[src/rtl/mc_maindec.sv]
// mc_maindec: multicycle Moore main controller for the MIPS core.
// Sequences each instruction over shared ALU/memory with a memory handshake, timeout and trap.
module mc_maindec #(
  parameter int CNT_W       = 32,
  parameter bit TRAP_HALT   = 1'b1,
  parameter int MEM_TIMEOUT = 0
) (
  input  logic             clk,
  input  logic             reset_n,
  input  logic [5:0]       op,
  input  logic             mem_ready,
  output logic             mem_req,
  output logic             iord,
  output logic             irwrite,
  output logic             pcwrite,
  output logic             memwrite,
  output logic             regwrite,
  output logic             regdst,
  output logic             memtoreg,
  output logic             alusrca,
  output logic [1:0]       alusrcb,
  output logic [1:0]       pcsrc,
  output logic [2:0]       aluop,
  output logic             branch,
  output logic             ne,
  output logic             half,
  output logic             b,
  output logic             lbu,
  output logic             oneZero,
  output logic             link,
  output logic             instr_done,
  output logic [CNT_W-1:0] instr_count,
  output logic             illegal,
  output logic             bus_err
);

  // state  | meaning
  // FETCH  | read instruction, PC+4; waits on mem_ready
  // DECODE | latch op, precompute branch target
  // MEMADR | load/store effective address
  // MEMRD  | load data access
  // MEMWB  | load writeback (retire)
  // MEMWR  | store data access (retire on mem_ready)
  // EXEC   | R-type ALU operation
  // ALUWB  | R-type writeback (retire)
  // BRANCH | compare and conditional PC update (retire)
  // IMMEX  | immediate ALU operation
  // IMMWB  | immediate writeback (retire)
  // JUMP   | PC <- jump target (retire)
  // JAL    | PC <- jump target, link register written (retire)
  // TRAP   | parked until reset
  typedef enum logic [3:0] {
    FETCH, DECODE, MEMADR, MEMRD, MEMWB, MEMWR, EXEC,
    ALUWB, BRANCH, IMMEX, IMMWB, JUMP, JAL, TRAP
  } state_t;

  localparam logic [5:0] OP_RTYPE = 6'b000000;
  localparam logic [5:0] OP_LW    = 6'b100011;
  localparam logic [5:0] OP_LH    = 6'b100001;
  localparam logic [5:0] OP_LB    = 6'b100000;
  localparam logic [5:0] OP_LBU   = 6'b100100;
  localparam logic [5:0] OP_SW    = 6'b101011;
  localparam logic [5:0] OP_BEQ   = 6'b000100;
  localparam logic [5:0] OP_BNE   = 6'b000101;
  localparam logic [5:0] OP_ADDI  = 6'b001000;
  localparam logic [5:0] OP_ORI   = 6'b001101;
  localparam logic [5:0] OP_ANDI  = 6'b001100;
  localparam logic [5:0] OP_J     = 6'b000010;
  localparam logic [5:0] OP_JAL   = 6'b000011;

  localparam int WAIT_W = (MEM_TIMEOUT > 1) ? $clog2(MEM_TIMEOUT + 1) : 1;
  localparam logic [WAIT_W-1:0] WAIT_LAST = WAIT_W'((MEM_TIMEOUT > 0) ? MEM_TIMEOUT - 1 : 0);

  state_t            state, next_state;
  logic [5:0]        op_q;
  logic [WAIT_W-1:0] wait_cnt;
  logic              mem_wait, timeout_hit, op_illegal;
  logic              mem_req_c, irwrite_c, pcwrite_c, memwrite_c, regwrite_c, instr_done_c;
  logic [2:0]        imm_aluop;
  logic              imm_onezero;

  assign mem_wait    = ((state == FETCH) || (state == MEMRD) || (state == MEMWR)) && !mem_ready;
  assign timeout_hit = (MEM_TIMEOUT > 0) && mem_wait && (wait_cnt == WAIT_LAST);

  assign imm_aluop   = (op_q == OP_ORI) ? 3'b011 : (op_q == OP_ANDI) ? 3'b100 : 3'b000;
  assign imm_onezero = (op_q == OP_ORI) || (op_q == OP_ANDI);

  // Write strobes are held low for as long as reset is asserted.
  assign mem_req    = mem_req_c    & reset_n;
  assign irwrite    = irwrite_c    & reset_n;
  assign pcwrite    = pcwrite_c    & reset_n;
  assign memwrite   = memwrite_c   & reset_n;
  assign regwrite   = regwrite_c   & reset_n;
  assign instr_done = instr_done_c & reset_n;

  always_ff @(posedge clk or negedge reset_n) begin
    if (!reset_n) begin
      state       <= FETCH;
      op_q        <= '0;
      wait_cnt    <= '0;
      instr_count <= '0;
      illegal     <= 1'b0;
      bus_err     <= 1'b0;
    end else begin
      state <= next_state;
      if (state == DECODE) op_q <= op;
      if ((MEM_TIMEOUT > 0) && mem_wait && !timeout_hit) wait_cnt <= wait_cnt + WAIT_W'(1);
      else                                               wait_cnt <= '0;
      if (instr_done_c) instr_count <= instr_count + CNT_W'(1);
      if (op_illegal)   illegal <= 1'b1;
      if (timeout_hit)  bus_err <= 1'b1;
    end
  end

  always_comb begin
    next_state   = state;
    mem_req_c    = 1'b0;
    irwrite_c    = 1'b0;
    pcwrite_c    = 1'b0;
    memwrite_c   = 1'b0;
    regwrite_c   = 1'b0;
    instr_done_c = 1'b0;
    op_illegal   = 1'b0;
    iord         = 1'b0;
    regdst       = 1'b0;
    memtoreg     = 1'b0;
    alusrca      = 1'b0;
    alusrcb      = 2'b00;
    pcsrc        = 2'b00;
    aluop        = 3'b000;
    branch       = 1'b0;
    ne           = 1'b0;
    half         = 1'b0;
    b            = 1'b0;
    lbu          = 1'b0;
    oneZero      = 1'b0;
    link         = 1'b0;
    case (state)
      FETCH: begin
        mem_req_c = 1'b1;
        alusrcb   = 2'b01;
        if (mem_ready) begin
          irwrite_c  = 1'b1;
          pcwrite_c  = 1'b1;
          next_state = DECODE;
        end else if (timeout_hit) begin
          if (TRAP_HALT) next_state = TRAP;
          else           next_state = FETCH;
        end
      end
      DECODE: begin
        alusrcb = 2'b11;
        case (op)
          OP_RTYPE:                             next_state = EXEC;
          OP_LW, OP_LH, OP_LB, OP_LBU, OP_SW:   next_state = MEMADR;
          OP_BEQ, OP_BNE:                       next_state = BRANCH;
          OP_ADDI, OP_ORI, OP_ANDI:             next_state = IMMEX;
          OP_J:                                 next_state = JUMP;
          OP_JAL:                               next_state = JAL;
          default: begin
            op_illegal = 1'b1;
            if (TRAP_HALT) next_state = TRAP;
            else           next_state = FETCH;
          end
        endcase
      end
      MEMADR: begin
        alusrca    = 1'b1;
        alusrcb    = 2'b10;
        next_state = (op_q == OP_SW) ? MEMWR : MEMRD;
      end
      MEMRD: begin
        mem_req_c = 1'b1;
        iord      = 1'b1;
        if (mem_ready) next_state = MEMWB;
        else if (timeout_hit) begin
          if (TRAP_HALT) next_state = TRAP;
          else           next_state = FETCH;
        end
      end
      MEMWR: begin
        mem_req_c  = 1'b1;
        iord       = 1'b1;
        memwrite_c = 1'b1;
        if (mem_ready) begin
          instr_done_c = 1'b1;
          next_state   = FETCH;
        end else if (timeout_hit) begin
          if (TRAP_HALT) next_state = TRAP;
          else           next_state = FETCH;
        end
      end
      MEMWB: begin
        regwrite_c   = 1'b1;
        memtoreg     = 1'b1;
        half         = (op_q == OP_LH) || (op_q == OP_LB);
        b            = (op_q == OP_LB);
        lbu          = (op_q == OP_LBU);
        instr_done_c = 1'b1;
        next_state   = FETCH;
      end
      EXEC: begin
        alusrca    = 1'b1;
        aluop      = 3'b010;
        next_state = ALUWB;
      end
      ALUWB: begin
        regwrite_c   = 1'b1;
        regdst       = 1'b1;
        instr_done_c = 1'b1;
        next_state   = FETCH;
      end
      BRANCH: begin
        alusrca      = 1'b1;
        aluop        = 3'b001;
        branch       = 1'b1;
        pcsrc        = 2'b01;
        ne           = (op_q == OP_BNE);
        instr_done_c = 1'b1;
        next_state   = FETCH;
      end
      IMMEX: begin
        alusrca    = 1'b1;
        alusrcb    = 2'b10;
        aluop      = imm_aluop;
        oneZero    = imm_onezero;
        next_state = IMMWB;
      end
      IMMWB: begin
        regwrite_c   = 1'b1;
        aluop        = imm_aluop;
        oneZero      = imm_onezero;
        instr_done_c = 1'b1;
        next_state   = FETCH;
      end
      JUMP: begin
        pcsrc        = 2'b10;
        pcwrite_c    = 1'b1;
        instr_done_c = 1'b1;
        next_state   = FETCH;
      end
      JAL: begin
        pcsrc        = 2'b10;
        pcwrite_c    = 1'b1;
        regwrite_c   = 1'b1;
        link         = 1'b1;
        instr_done_c = 1'b1;
        next_state   = FETCH;
      end
      TRAP:    next_state = TRAP;
      default: next_state = FETCH;
    endcase
  end

endmodule

[config.mk]
export PLATFORM = sky130hd
export DESIGN_NAME = mc_maindec
export DESIGN_NICKNAME = d
export VERILOG_FILES = /design/src/rtl/mc_maindec.sv
export SDC_FILE = /design/constraint.sdc
export NUM_CORES = 1
export LEC_CHECK = 0
export BUFFER_PORTS_ARGS = -buffer_cell sky130_fd_sc_hd__buf_2
export CAP_MARGIN = 5
export CORE_MARGIN = 2
export CORE_UTILIZATION = 44
export CTS_BUF_LIST = sky130_fd_sc_hd__clkbuf_2
export DETAILED_ROUTE_END_ITERATION = 12
export HOLD_SLACK_MARGIN = 0.08
export PLACE_DENSITY = 0.81
export SLEW_MARGIN = 20
export SYNTH_ARGS = -nofsm -noshare
export SYNTH_HDL_FRONTEND = slang
export SYNTH_SLANG_ARGS = --single-unit
[constraint.sdc]
create_clock -name clk -period 4 [get_ports clk]
set_clock_uncertainty 0.15 [all_clocks]
set_input_delay 0.8 -clock clk [delete_from_list [all_inputs] [get_ports clk]]
set_output_delay 0.8 -clock clk [all_outputs]
set_load 0.03 [all_outputs]
## Word-level counts from Yosys, hierarchy flattened

Index checks and enable logic that the tools add are counted.

| operators by class | value |
|---|---|
| add/subtract/negate cells | 1 |
| equal/unequal tests | 35 |
| muxes and demuxes | 31 |
| bitwise logic cells | 6 |
| reductions and logical operators | 17 |

Operators by type and width:

| kind | count |
|---|---|
| $eq 6x6->1 const B | 9 |
| $add 32x1->32 const B | 1 |
| $pmux 4 s8 | 1 |
| $eq 6x4->1 const B | 5 |
| $eq 4x4->1 const B | 6 |
| $pmux 4 s6 | 1 |
| $eq 6x3->1 const B | 3 |
| $mux 1 | 18 |
| $eq 4x3->1 const B | 4 |
| $reduce_or 13->1 | 1 |
| $eq 6x2->1 const B | 2 |
| $mux 4 | 3 |
| $reduce_or 2->1 | 5 |
| $mux 3 | 3 |
| $pmux 3 s3 | 1 |
| $eq 4x2->1 const B | 2 |
| $reduce_or 4->1 | 2 |
| $and 1x1->1 | 6 |
| $logic_not 6->1 | 1 |
| $ne 2x2->1 const B | 3 |
| $pmux 2 s3 | 1 |
| $reduce_or 3->1 | 2 |
| $reduce_or 6->1 | 1 |
| $reduce_or 5->1 | 1 |
| 6 further kinds | 8 |

| storage, ports and cells | value |
|---|---|
| bits in registers | 43 |
| input port bits | 9 |
| output and inout bits | 58 |
| word-level logic and storage cells | 94 |

## Depth between registers and ports, before layout

Gate-level depths: netlist of run 1.

| depth | value |
|---|---|
| depth after elaboration | 4 |
| gate-level depth with buffers | 7 |
| depth with buffers taken out | 5 |

## Worst setup path before layout of run 1

Ideal clock, no wire load.

| timing | value |
|---|---|
| path type | register to output |
| from | register state[2] |
| to | output lbu |
| arrival time | 2.753 ns |
| data required time | 3.050 ns |
| path slack | 0.297 ns |
| cell stages (with the launch flop) | 6 |
| path buffers | 1 |
| path through | dfrtp_1 buf_2 inv_1 nor4_1 nand2_1 nor3b_1 |

| between the ends | value |
|---|---|
| cells in the longest elaborated chain, start to end | 2 |

Ends and longest elaborated chain:

| item | RTL line | RTL |
|---|---|---|
| start, declared | 74 | `state_t state, next_state;` |
| start signal, assigned | 105 | `state <= next_state;` |
| $eq 4x3->1 | 138 | `case (state)` |
| $mux 1 | 138 |  |
| end, declared | 28 | `output logic lbu,` |

Every way passes these cells.

## Worst setup path in the final report of run 1

Ends and elaborated chain as after synthesis.

==> flow_metrics.env, run 1 <==
export IMPL_place_gp_congestion=0.873
export IMPL_syn_nets=268
export IMPL_cts_made_buffers=5
export IMPL_netlist_instances=258
export IMPL_initial_core_util_pct=45.5
export IMPL_synthTopCellsByCount="dfrtp_1 (43), nand2_1 (24), xnor2_1 (18), nor3_1 (15)"
export IMPL_switching_share_pct=45.2
export IMPL_ioPinCount=67
export IMPL_hp_class="in -> async"
export IMPL_drt_total_wl_mm=5.65
export IMPL_cpPeakStageDelay_ns=0.69
export IMPL_drtPass1Iterations=4
export IMPL_syn_to_final_growth_pct=17.1
export IMPL_max_freq_ghz=0.313
export IMPL_rsz0062_at_grt="no"
export IMPL_seqPwrFrac_pct=42.3
export IMPL_synth_area_leaders="dfrtp_1 (43%), xnor2_1 (6.3%), xor2_1 (4.9%), nand2_1 (3.6%), mux2_2 (3.2%)"
export IMPL_holdBufCountCts=0
export IMPL_grt_usage_pct=18.8
export IMPL_r2r_start="state[1]$_DFFE_PN0P_"
export IMPL_synth_edf_count=0
export IMPL_grt_pass1_vias=1952
export IMPL_ys_warnings_count=0
export IMPL_cp_data_arrival_time_ns=2.25
export IMPL_drc=0
export IMPL_seqCellArea_mm2=0.00108
export IMPL_drv_cap=0
export IMPL_cts_buffer_depth=2
export IMPL_grt_overflow=0
export IMPL_power_density_mw_per_mm2=540
export IMPL_tns_ns=0
export IMPL_ys_seq_area_share_pct=43.2
export IMPL_cpMaxStageDelayCell="dfrtp_1"
export IMPL_syn_cell_area_mm2=0.00249
export IMPL_maxSlewViolCount=0
export IMPL_finalHoldViolCount=0
export IMPL_async_flop_share_pct=100
export IMPL_synth_most_common_cell="dfrtp_1"
export IMPL_ant_nets=0
export IMPL_reg2reg_slack_ns=1.71
export IMPL_wl_per_cell_um=14.5
export IMPL_crit_chain="inv_1 > nor4_1 > nand2_1 > nor3b_1 > buf_2"
export IMPL_worst_slew_pin_slew_ns=0.823
export IMPL_final_nets=329
export IMPL_synth_seq_cells=43
export IMPL_coreArea_mm2=0.00547
export IMPL_chipHeight_um=79.2
export IMPL_dp_hpwl_mm=4.13
export IMPL_synth_avg_cell_area_um2=9.66
export IMPL_pwr_share_comb_pct=42.8
export IMPL_ctsResizeCount=0
export IMPL_die_w_um=79.2
export IMPL_setup_violations=0
export IMPL_min_period_over_period_pct=80.0
export IMPL_cp_max_fo=14
export IMPL_h_tree_depth=2
export IMPL_die_area_mm2=0.00628
export IMPL_n_fill_cell=518
export IMPL_required_ns=3.05
export IMPL_diodes=0
export IMPL_switchingPower_uw=713
export IMPL_multiInputGateArea_mm2=0.00132
export IMPL_p_clk_share_pct=15.0
export IMPL_vias=2146
export IMPL_clkTransAtPathRegs_ns=0.22
export IMPL_status="completed"
export IMPL_cts_sinks=43
export IMPL_p_int_uw=863
export IMPL_cp_start_kind="flip-flop"
export IMPL_port_buffers=65
export IMPL_relSlewSlack_pct=44.5
export IMPL_period_minus_slack_ns=3.20
export IMPL_fp_row_count=27
export IMPL_cts_tree="built"
export IMPL_layout_drive_gt1_share_pct=28.2
export IMPL_yosysTopAreaCell="dfrtp_1"
export IMPL_r2r_end="state[2]$_DFFE_PN0P_"
export IMPL_cts_setup_buffers=0
export IMPL_ff2ff_path_depth=5
export IMPL_clock_tree_root_cell="clkbuf_2"
export IMPL_utilization_pct=53.3
export IMPL_setup_worst_path_class="reg -> out"
export IMPL_cp_end_kind="output port"
export IMPL_synthDistinctLibCells=49
export IMPL_grt_max_degree=31
export IMPL_via_per_inst=5.49
export IMPL_initialDrtViolationCount=223
export IMPL_peakVddDrop_mv=0.387
export IMPL_grt_antenna_before_repair=0
export IMPL_power_leakage_nw=1.46
export IMPL_yosys_most_used_dff="dfrtp_1"
export IMPL_synth_top_area_share_pct=43.2
export IMPL_grt_first_pass_wirelength_mm=9.48
export IMPL_clock_latency_ns=0.40
## cell families after synthesis
kind of cell | synth area share [%]
buffers and inverters | 3.67
XOR/XNOR | 11.3
multiplexers | 3.16
AO/OA/AOI/OAI | 8.24
flip-flops | 43.2
AND/OR/NAND/NOR | 29.8
adder cells (fa/ha/maj) | 0.502
other | 0.151
## how the worst max path moves through the flow
| stage | slack [ns] | endpoint | startpoint | cells past startpoint |
|---|---|---|---|---|
| 6_report | 0.80 | lbu | state[2]$_DFFE_PN0P_ | 5 |
| 5_1_grt | 0.55 | lbu | state[2]$_DFFE_PN0P_ | 5 |
| 4_1_cts | 0.81 | lbu | state[2]$_DFFE_PN0P_ | 5 |
| 3_5_place_dp | 1.24 | instr_done | mem_ready | 5 |
| 3_3_place_gp | 1.24 | instr_done | mem_ready | 5 |
| 2_1_floorplan | 0.30 | lbu | state[2]$_DFFE_PN0P_ | 5 |
## power groups by stage
stage | combinational [mW] | clock [mW] | sequential [mW]
finish | 0.673 | 0.236 | 0.666
global route | 0.737 | 0.262 | 0.680
CTS | 0.675 | 0.244 | 0.661
detailed placement | 0.671 | 0 | 0.669
global placement | 0.660 | 0 | 0.661
floorplan | 0.507 | 0 | 0.653
## critical path, delay by kind of cell (launching register included)
family	cells	cell delay, ns
buffers and inverters	2	0.43
AND/OR/NAND/NOR	3	0.75
flip-flops	1	0.69
## placed cells by master, fill, tap and decap left out, types with 5 or more instances in the layout
master / synthesis / final
a21oi_1: 6 / 6
and2_1: 5 / 5
and3_1: 7 / 7
and4_1: 7 / 7
buf_2: 3 / 65
clkbuf_2: 1 / 6
dfrtp_1: 43 / 43
inv_1: 9 / 9
mux2_2: 7 / 7
nand2_1: 24 / 24
nand2b_1: 6 / 6
nand3_1: 14 / 14
nand4_1: 8 / 8
nor2_1: 13 / 13
nor2b_1: 5 / 5
nor3_1: 15 / 15
xnor2_1: 18 / 18
xor2_1: 14 / 14
## routing by layer
layer | share of wire (%) | global-route usage (%) | routed length [um]
met1 | 48 | 27.3 | 2690
met2 | 47 | 28.5 | 2630
met3 | 4.6 | 3.52 | 259
met4 | 1.2 | 6.21 | 69
met5 | 0 | 0 | 0
## metrics by stage
| step | hold WS [ns] | setup slack [ns] | power [mW] | area (um2) | std cells |
|---|---|---|---|---|---|
| 2_1_floorplan | 0.352 | 0.297 | 1.16 | 2490 | 258 |
| 3_3_place_gp | 0.301 | 1.24 | 1.32 | 2860 | 384 |
| 3_5_place_dp | 0.307 | 1.24 | 1.34 | 2860 | 384 |
| 4_1_cts | 0.123 | 0.806 | 1.58 | 2920 | 391 |
| 5_1_grt | 0.114 | 0.545 | 1.68 | 2920 | 391 |
| 6_report | 0.128 | 0.800 | 1.58 | 2920 | 391 |
## final cells by class
type                       instances  area share [%]
sequential                        43            36.9
clock buffer                       6            1.03
inverter                           9            1.16
tap                               72            3.09
multi-input combinational        194            45.4
timing repair buffer              66            11.4
clock inverter                     1            1.03
## sequential cells by signal, summed over array words and instances, names as in the netlist
signal       flops
illegal          1
state            4
instr_count     32
op_q             6
Note: power is estimated with default switching activity, not from simulation.
==> run 2, diff against run 1 <==
--- a/config.mk
+++ b/config.mk
@@ -12,7 +12,7 @@
 export CTS_BUF_LIST = sky130_fd_sc_hd__clkbuf_2
 export DETAILED_ROUTE_END_ITERATION = 12
 export HOLD_SLACK_MARGIN = 0.08
-export PLACE_DENSITY = 0.81
+export PLACE_DENSITY = 0.83
 export SLEW_MARGIN = 20
 export SYNTH_ARGS = -nofsm -noshare
 export SYNTH_HDL_FRONTEND = slang
==> constraint.sdc (replaced) <==
create_clock -name clk -period 2.6 [get_ports clk]
set_clock_uncertainty 0.15 [all_clocks]
set_input_delay 0.52 -clock clk [delete_from_list [all_inputs] [get_ports clk]]
set_output_delay 0.52 -clock clk [all_outputs]
set_load 0.03 [all_outputs]
==> run 2 against run 1 <==
Against the previous run:
- critical path depth decreased by 2
- first-iteration DRC count is 30% lower
- via count up 7.2%
- largest power group unchanged
- non-clock buffer count increased by 17
- clock-buffer cell count did not move
- largest cell class unchanged
- cell count is 4.6% higher
==> flow_metrics.env, run 2 (synthesized netlist as in run 1, its figures left out) <==
export IMPL_grt_usage_pct=19.8
export IMPL_relSlewSlack_pct=47.6
export IMPL_grt_first_pass_wirelength_mm=9.83
export IMPL_cpPeakStageDelay_ns=0.57
export IMPL_layout_common_cells="buf_2 (61), dfrtp_1 (39), nand2_1 (24), xnor2_1 (18), buf_4 (18)"
export IMPL_seqCellArea_mm2=0.00108
export IMPL_use_met3_pct=3.86
export IMPL_grt_max_degree=21
export IMPL_ant_nets=0
export IMPL_syn_to_final_growth_pct=26.4
export IMPL_rsz0062_at_grt="yes"
export IMPL_chipHeight_um=79.2
export IMPL_h_tree_depth=2
export IMPL_cts_sinks=43
export IMPL_critPathBufInv=1
export IMPL_utilization_pct=57.5
export IMPL_required_ns=1.93
export IMPL_drv_cap=0
export IMPL_cpMaxStageDelayCell="or4b_4"
export IMPL_drc=0
export IMPL_grt_antenna_before_repair=0
export IMPL_initial_core_util_pct=45.5
export IMPL_power_density_mw_per_mm2=832
export IMPL_vias=2300
export IMPL_min_period_over_period_pct=99.8
export IMPL_grt_overflow=0
export IMPL_layout_commonest_cell="buf_2"
export IMPL_finalHoldViolCount=0
export IMPL_ioPinCount=67
export IMPL_clock_latency_ns=0.41
export IMPL_cts_tree="built"
export IMPL_status="completed"
export IMPL_dp_hpwl_mm=4.43
export IMPL_power_leakage_nw=1.56
export IMPL_fp_row_count=27
export IMPL_port_buffers=65
export IMPL_die_w_um=79.2
export IMPL_worst_slew_pin_slew_ns=0.776
export IMPL_hp_class="in -> reg"
export IMPL_peakVddDrop_mv=0.744
export IMPL_cp_start_kind="flip-flop"
export IMPL_coreArea_mm2=0.00547
export IMPL_cts_made_buffers=5
export IMPL_cts_buffer_depth=2
export IMPL_grt_met1_usage_pct=26.9
export IMPL_setup_violations=0
export IMPL_cp_data_arrival_time_ns=1.92
export IMPL_crit_chain="or4b_4 > nor4b_4 > buf_4"
export IMPL_drt_total_wl_mm=6.26
export IMPL_placed_cells_incl_taps=391
export IMPL_via_per_inst=5.62
export IMPL_clkTransAtPathRegs_ns=0.20
export IMPL_busiest_layer="met2"
export IMPL_grt_pass1_vias=2057
export IMPL_reg_largest_list="instr_count x32, op_q x6, state x4"
export IMPL_maxSlewViolCount=0
export IMPL_place_gp_congestion=0.911
export IMPL_drtPass1Iterations=4
export IMPL_cp_max_fo=3
export IMPL_period_minus_slack_ns=2.59
export IMPL_grt_met2_usage_pct=31.3
export IMPL_layout_drive_gt1_share_pct=36.2
export IMPL_multiInputGateArea_mm2=0.00142
export IMPL_top_register="instr_count"
export IMPL_setup_worst_path_class="reg -> out"
export IMPL_n_fill_cell=477
export IMPL_die_area_mm2=0.00628
export IMPL_reg2reg_slack_ns=0.52
export IMPL_initialDrtViolationCount=155
export IMPL_cp_end_kind="output port"
export IMPL_fin_cells=409
export IMPL_clock_tree_root_cell="clkbuf_2"
export IMPL_final_nets=346
export IMPL_diodes=0
export IMPL_path_delay_family="simple AND/OR/NAND/NOR gates"
export IMPL_largest_reg_flops=32
export IMPL_wl_per_cell_um=15.3
export IMPL_max_freq_ghz=0.385
run 2: cell count changes in the layout (fill, tap and decap cells not counted), moves of 2 or more:
cell	previous run	this run
dfrtp_2	0	4
nor2_1	13	10
dfrtp_1	43	39
buf_2	65	61
dlygate4sd3_1	0	2
nor4b_1	3	1
nor4b_4	0	2
nor2b_1	5	2
buf_4	1	18
nor2_2	0	3
nor2b_4	0	2
run 2: routing by layer:
layer | vias up | wire length, um
met3 | 16 | 306
met5 | - | 0
met2 | 85 | 3030
li1 | 1080 | -
met4 | 0 | 137
met1 | 1119 | 2780
run 2: timing repair:
action,CTS,global route
endpoints found under the hold margin,8,0
hold buffers,2,0
setup endpoints to repair,11,13
gates resized for setup,10,15
setup buffers,1,7
pin swaps,0,4
run 2: area by class of cell:
class | count | area share, %
clock inverter | 2 | 0.397
clock buffer | 6 | 0.954
tap | 72 | 2.86
sequential | 43 | 34.3
multi-input combinational | 194 | 45.2
inverter | 9 | 1.07
timing repair buffer | 83 | 15.2
run 2: worst paths after layout:
kind,from,to,depth (start not counted)
setup / recovery,op_q[1]$_DFFE_PN0P_,ne,3
max in group asynchronous,reset_n,state[1]$_DFFE_PN0P_,3
min in group asynchronous,reset_n,instr_count[29]$_DFFE_PN0P_,3
hold / removal,op[4],op_q[4]$_DFFE_PN0P_,2
setup reg to reg,state[0]$_DFFE_PN0P_,instr_count[13]$_DFFE_PN0P_,6
hold reg to reg,instr_count[31]$_DFFE_PN0P_,instr_count[31]$_DFFE_PN0P_,1
run 2: through the flow:
stage               total power [mW]  setup slack (ns)  TNS (ns)  cell area [um2]  hold WS [ns]
floorplan                       1.81          -0.00900   -0.0117             2520        0.0744
global placement                2.11             0.326         0             2940         0.301
detailed placement              2.13             0.306         0             2940         0.302
CTS                             2.44           0.00218         0             3030         0.262
global route                    2.78           -0.0661    -0.157             3150         0.236
finish                          2.62           0.00542         0             3150         0.279
run 2: where the power goes:
group / internal, mW / switching, mW
clock network: 0.0685 / 0.218
logic: 0.538 / 0.803
registers: 0.794 / 0.200
run 2: worst register-to-register path, cell delays in order, from the launching register on:
cell,delay (ns)
dfrtp_2,0.55
nor2b_2,0.21
a32oi_2,0.22
buf_4,0.18
nand4_4,0.16
or3_1,0.40
xnor2_1,0.13
==> run 3, diff against run 2 <==
--- a/config.mk
+++ b/config.mk
@@ -7,12 +7,11 @@
 export LEC_CHECK = 0
 export BUFFER_PORTS_ARGS = -buffer_cell sky130_fd_sc_hd__buf_2
 export CAP_MARGIN = 5
-export CORE_MARGIN = 2
-export CORE_UTILIZATION = 44
+export CORE_UTILIZATION = 40
 export CTS_BUF_LIST = sky130_fd_sc_hd__clkbuf_2
 export DETAILED_ROUTE_END_ITERATION = 12
-export HOLD_SLACK_MARGIN = 0.08
-export PLACE_DENSITY = 0.83
+export HOLD_SLACK_MARGIN = 0.02
+export PLACE_DENSITY = 0.78
 export SLEW_MARGIN = 20
 export SYNTH_ARGS = -nofsm -noshare
 export SYNTH_HDL_FRONTEND = slang
==> run 3 against run 2 <==
Against the previous run:
- sequential power decreased by 0.8%
- core utilization decreased by 3.3 points
- critical path type unchanged
- cell count increased by 1.5%
- die area increased by 4.3%
- critical endpoint is now oneZero
- clock power increased by 37%
==> flow_metrics.env, run 3 (synthesized netlist as in run 1, its figures left out) <==
export IMPL_status="completed"
export IMPL_grt_max_degree=18
export IMPL_vias=2260
export IMPL_cp_start_kind="flip-flop"
export IMPL_finalHoldViolCount=0
export IMPL_top_register="instr_count"
export IMPL_relSlewSlack_pct=51.2
export IMPL_clock_tree_root_cell="clkbuf_2"
export IMPL_largest_reg_flops=32
export IMPL_grt_antenna_before_repair=0
export IMPL_min_period_over_period_pct=98.9
export IMPL_drtPass1Iterations=4
export IMPL_die_area_mm2=0.00655
export IMPL_worstSetupEndpoint="oneZero"
export IMPL_layout_setup_ws_ns=0.0275
export IMPL_ioPinCount=67
export IMPL_ff2ff_path_depth=6
export IMPL_n_fill_cell=546
export IMPL_period_minus_slack_ns=2.57
export IMPL_cts_sinks=43
export IMPL_power_density_mw_per_mm2=858
export IMPL_peakVddDrop_mv=0.569
export IMPL_clock_latency_ns=0.43
export IMPL_placed_cells_incl_taps=395
export IMPL_reg2reg_slack_ns=0.46
export IMPL_place_gp_congestion=0.884
export IMPL_fp_row_count=28
export IMPL_grt_overflow=0
export IMPL_worst_slew_pin_slew_ns=0.723
export IMPL_hold_path_depth=2
export IMPL_layout_commonest_cell="buf_2"
export IMPL_grt_pass1_vias=2106
export IMPL_initialDrtViolationCount=148
export IMPL_cts_made_buffers=5
export IMPL_final_nets=349
export IMPL_coreArea_mm2=0.00596
export IMPL_multiInputGateArea_mm2=0.00143
export IMPL_max_freq_ghz=0.389
export IMPL_grt_first_pass_wirelength_mm=10.0
export IMPL_critPathLaunch="op_q[5]$_DFFE_PN0P_"
export IMPL_setup_violations=0
export IMPL_drv_cap=0
export IMPL_required_ns=1.93
export IMPL_fin_cells=415
export IMPL_r2r_start="state[2]$_DFFE_PN0P_"
export IMPL_power_leakage_nw=1.59
export IMPL_hp_class="in -> reg"
export IMPL_r2r_end="instr_count[13]$_DFFE_PN0P_"
export IMPL_dp_hpwl_mm=4.59
export IMPL_utilization_pct=54.3
export IMPL_rsz0062_at_grt="yes"
export IMPL_chipHeight_um=80.9
export IMPL_setup_worst_path_class="reg -> out"
export IMPL_drt_total_wl_mm=6.42
export IMPL_syn_to_final_growth_pct=29.8
export IMPL_maxSlewViolCount=0
export IMPL_diodes=0
export IMPL_dp_slack_ns=0.292
export IMPL_initial_core_util_pct=41.8
export IMPL_h_tree_depth=2
export IMPL_cp_data_arrival_time_ns=1.90
export IMPL_layout_drive_gt1_share_pct=38.2
export IMPL_reg_largest_list="instr_count x32, op_q x6, state x4"
export IMPL_die_w_um=80.9
export IMPL_seqCellArea_mm2=0.00108
export IMPL_p_total_mw=2.77
export IMPL_cts_tree="built"
export IMPL_layout_common_cells="buf_2 (57), dfrtp_1 (40), buf_4 (23), nand2_1 (20), xnor2_1 (18)"
export IMPL_cp_max_fo=3
export IMPL_ant_nets=0
export IMPL_port_buffers=65
export IMPL_wl_per_cell_um=15.5
export IMPL_cp_end_kind="output port"
export IMPL_via_per_inst=5.45
export IMPL_drc=0
export IMPL_cts_buffer_depth=2
export IMPL_hold_ws_ns=0.275
export IMPL_clkTransAtPathRegs_ns=0.21
export IMPL_grt_usage_pct=20.0
## run 3: cell types whose count changed in the layout (fill, tap and decap cells not counted), moves of 2 or more
cell | previous run | this run
buf_2 | 61 | 57
buf_4 | 18 | 23
buf_6 | 1 | 4
nand2_1 | 24 | 20
nand2_2 | 0 | 4
nor2_2 | 3 | 1
nor2_4 | 0 | 2
## run 3: power breakdown
part	total (mW)	switching, mW	internal (mW)
registers	0.986	0.193	0.793
clock network	0.393	0.230	0.163
logic	1.39	0.825	0.569
## run 3: final cells by class
class,instances,share of cell area [%]
Tap cell,75,2.90
Clock inverter,3,1.35
Clock buffer,5,0.774
Multi-Input combinational cell,194,44.4
Sequential cell,43,33.4
Timing Repair Buffer,86,16.2
Inverter,9,1.04
## run 3: worst max-delay path, stage by stage, from the launching register on
cell and delay, ns:
dfrtp_1 0.45, or4b_4 0.58, nor2_4 0.15, buf_4 0.12, buf_2 0.20
## run 3: repair_timing
| action | 4_1_cts | 5_1_grt |
|---|---|---|
| resized for setup | 13 | 27 |
| endpoints found under the hold margin | 5 | 0 |
| hold buffers | 2 | 0 |
| setup buffers | 4 | 6 |
| pin swaps | 0 | 4 |
| setup endpoints to repair | 9 | 11 |
## run 3: stage by stage
stage	TNS, ns	cell area (um2)
4_1_cts	-0.0270	3110
6_report	0	3230
2_1_floorplan	-0.0117	2520
3_5_place_dp	0	2950
5_1_grt	-0.231	3230
3_3_place_gp	0	2950
## run 3: routing by layer
layer,GRT usage [%],routed length [um],vias to the layer above
met4,7.14,102,0
met5,0,0,-
met3,4.38,310,9
li1,-,-,1079
met1,26.4,2900,1104
met2,32.2,3110,68
## run 3: how the worst min path moves through the flow
stage | startpoint | endpoint
floorplan | reset_n | illegal$_DFFE_PN0P_
global placement | reset_n | instr_count[28]$_DFFE_PN0P_
detailed placement | reset_n | instr_count[28]$_DFFE_PN0P_
CTS | op[4] | op_q[4]$_DFFE_PN0P_
global route | op[4] | op_q[4]$_DFFE_PN0P_
finish | op[4] | op_q[4]$_DFFE_PN0P_
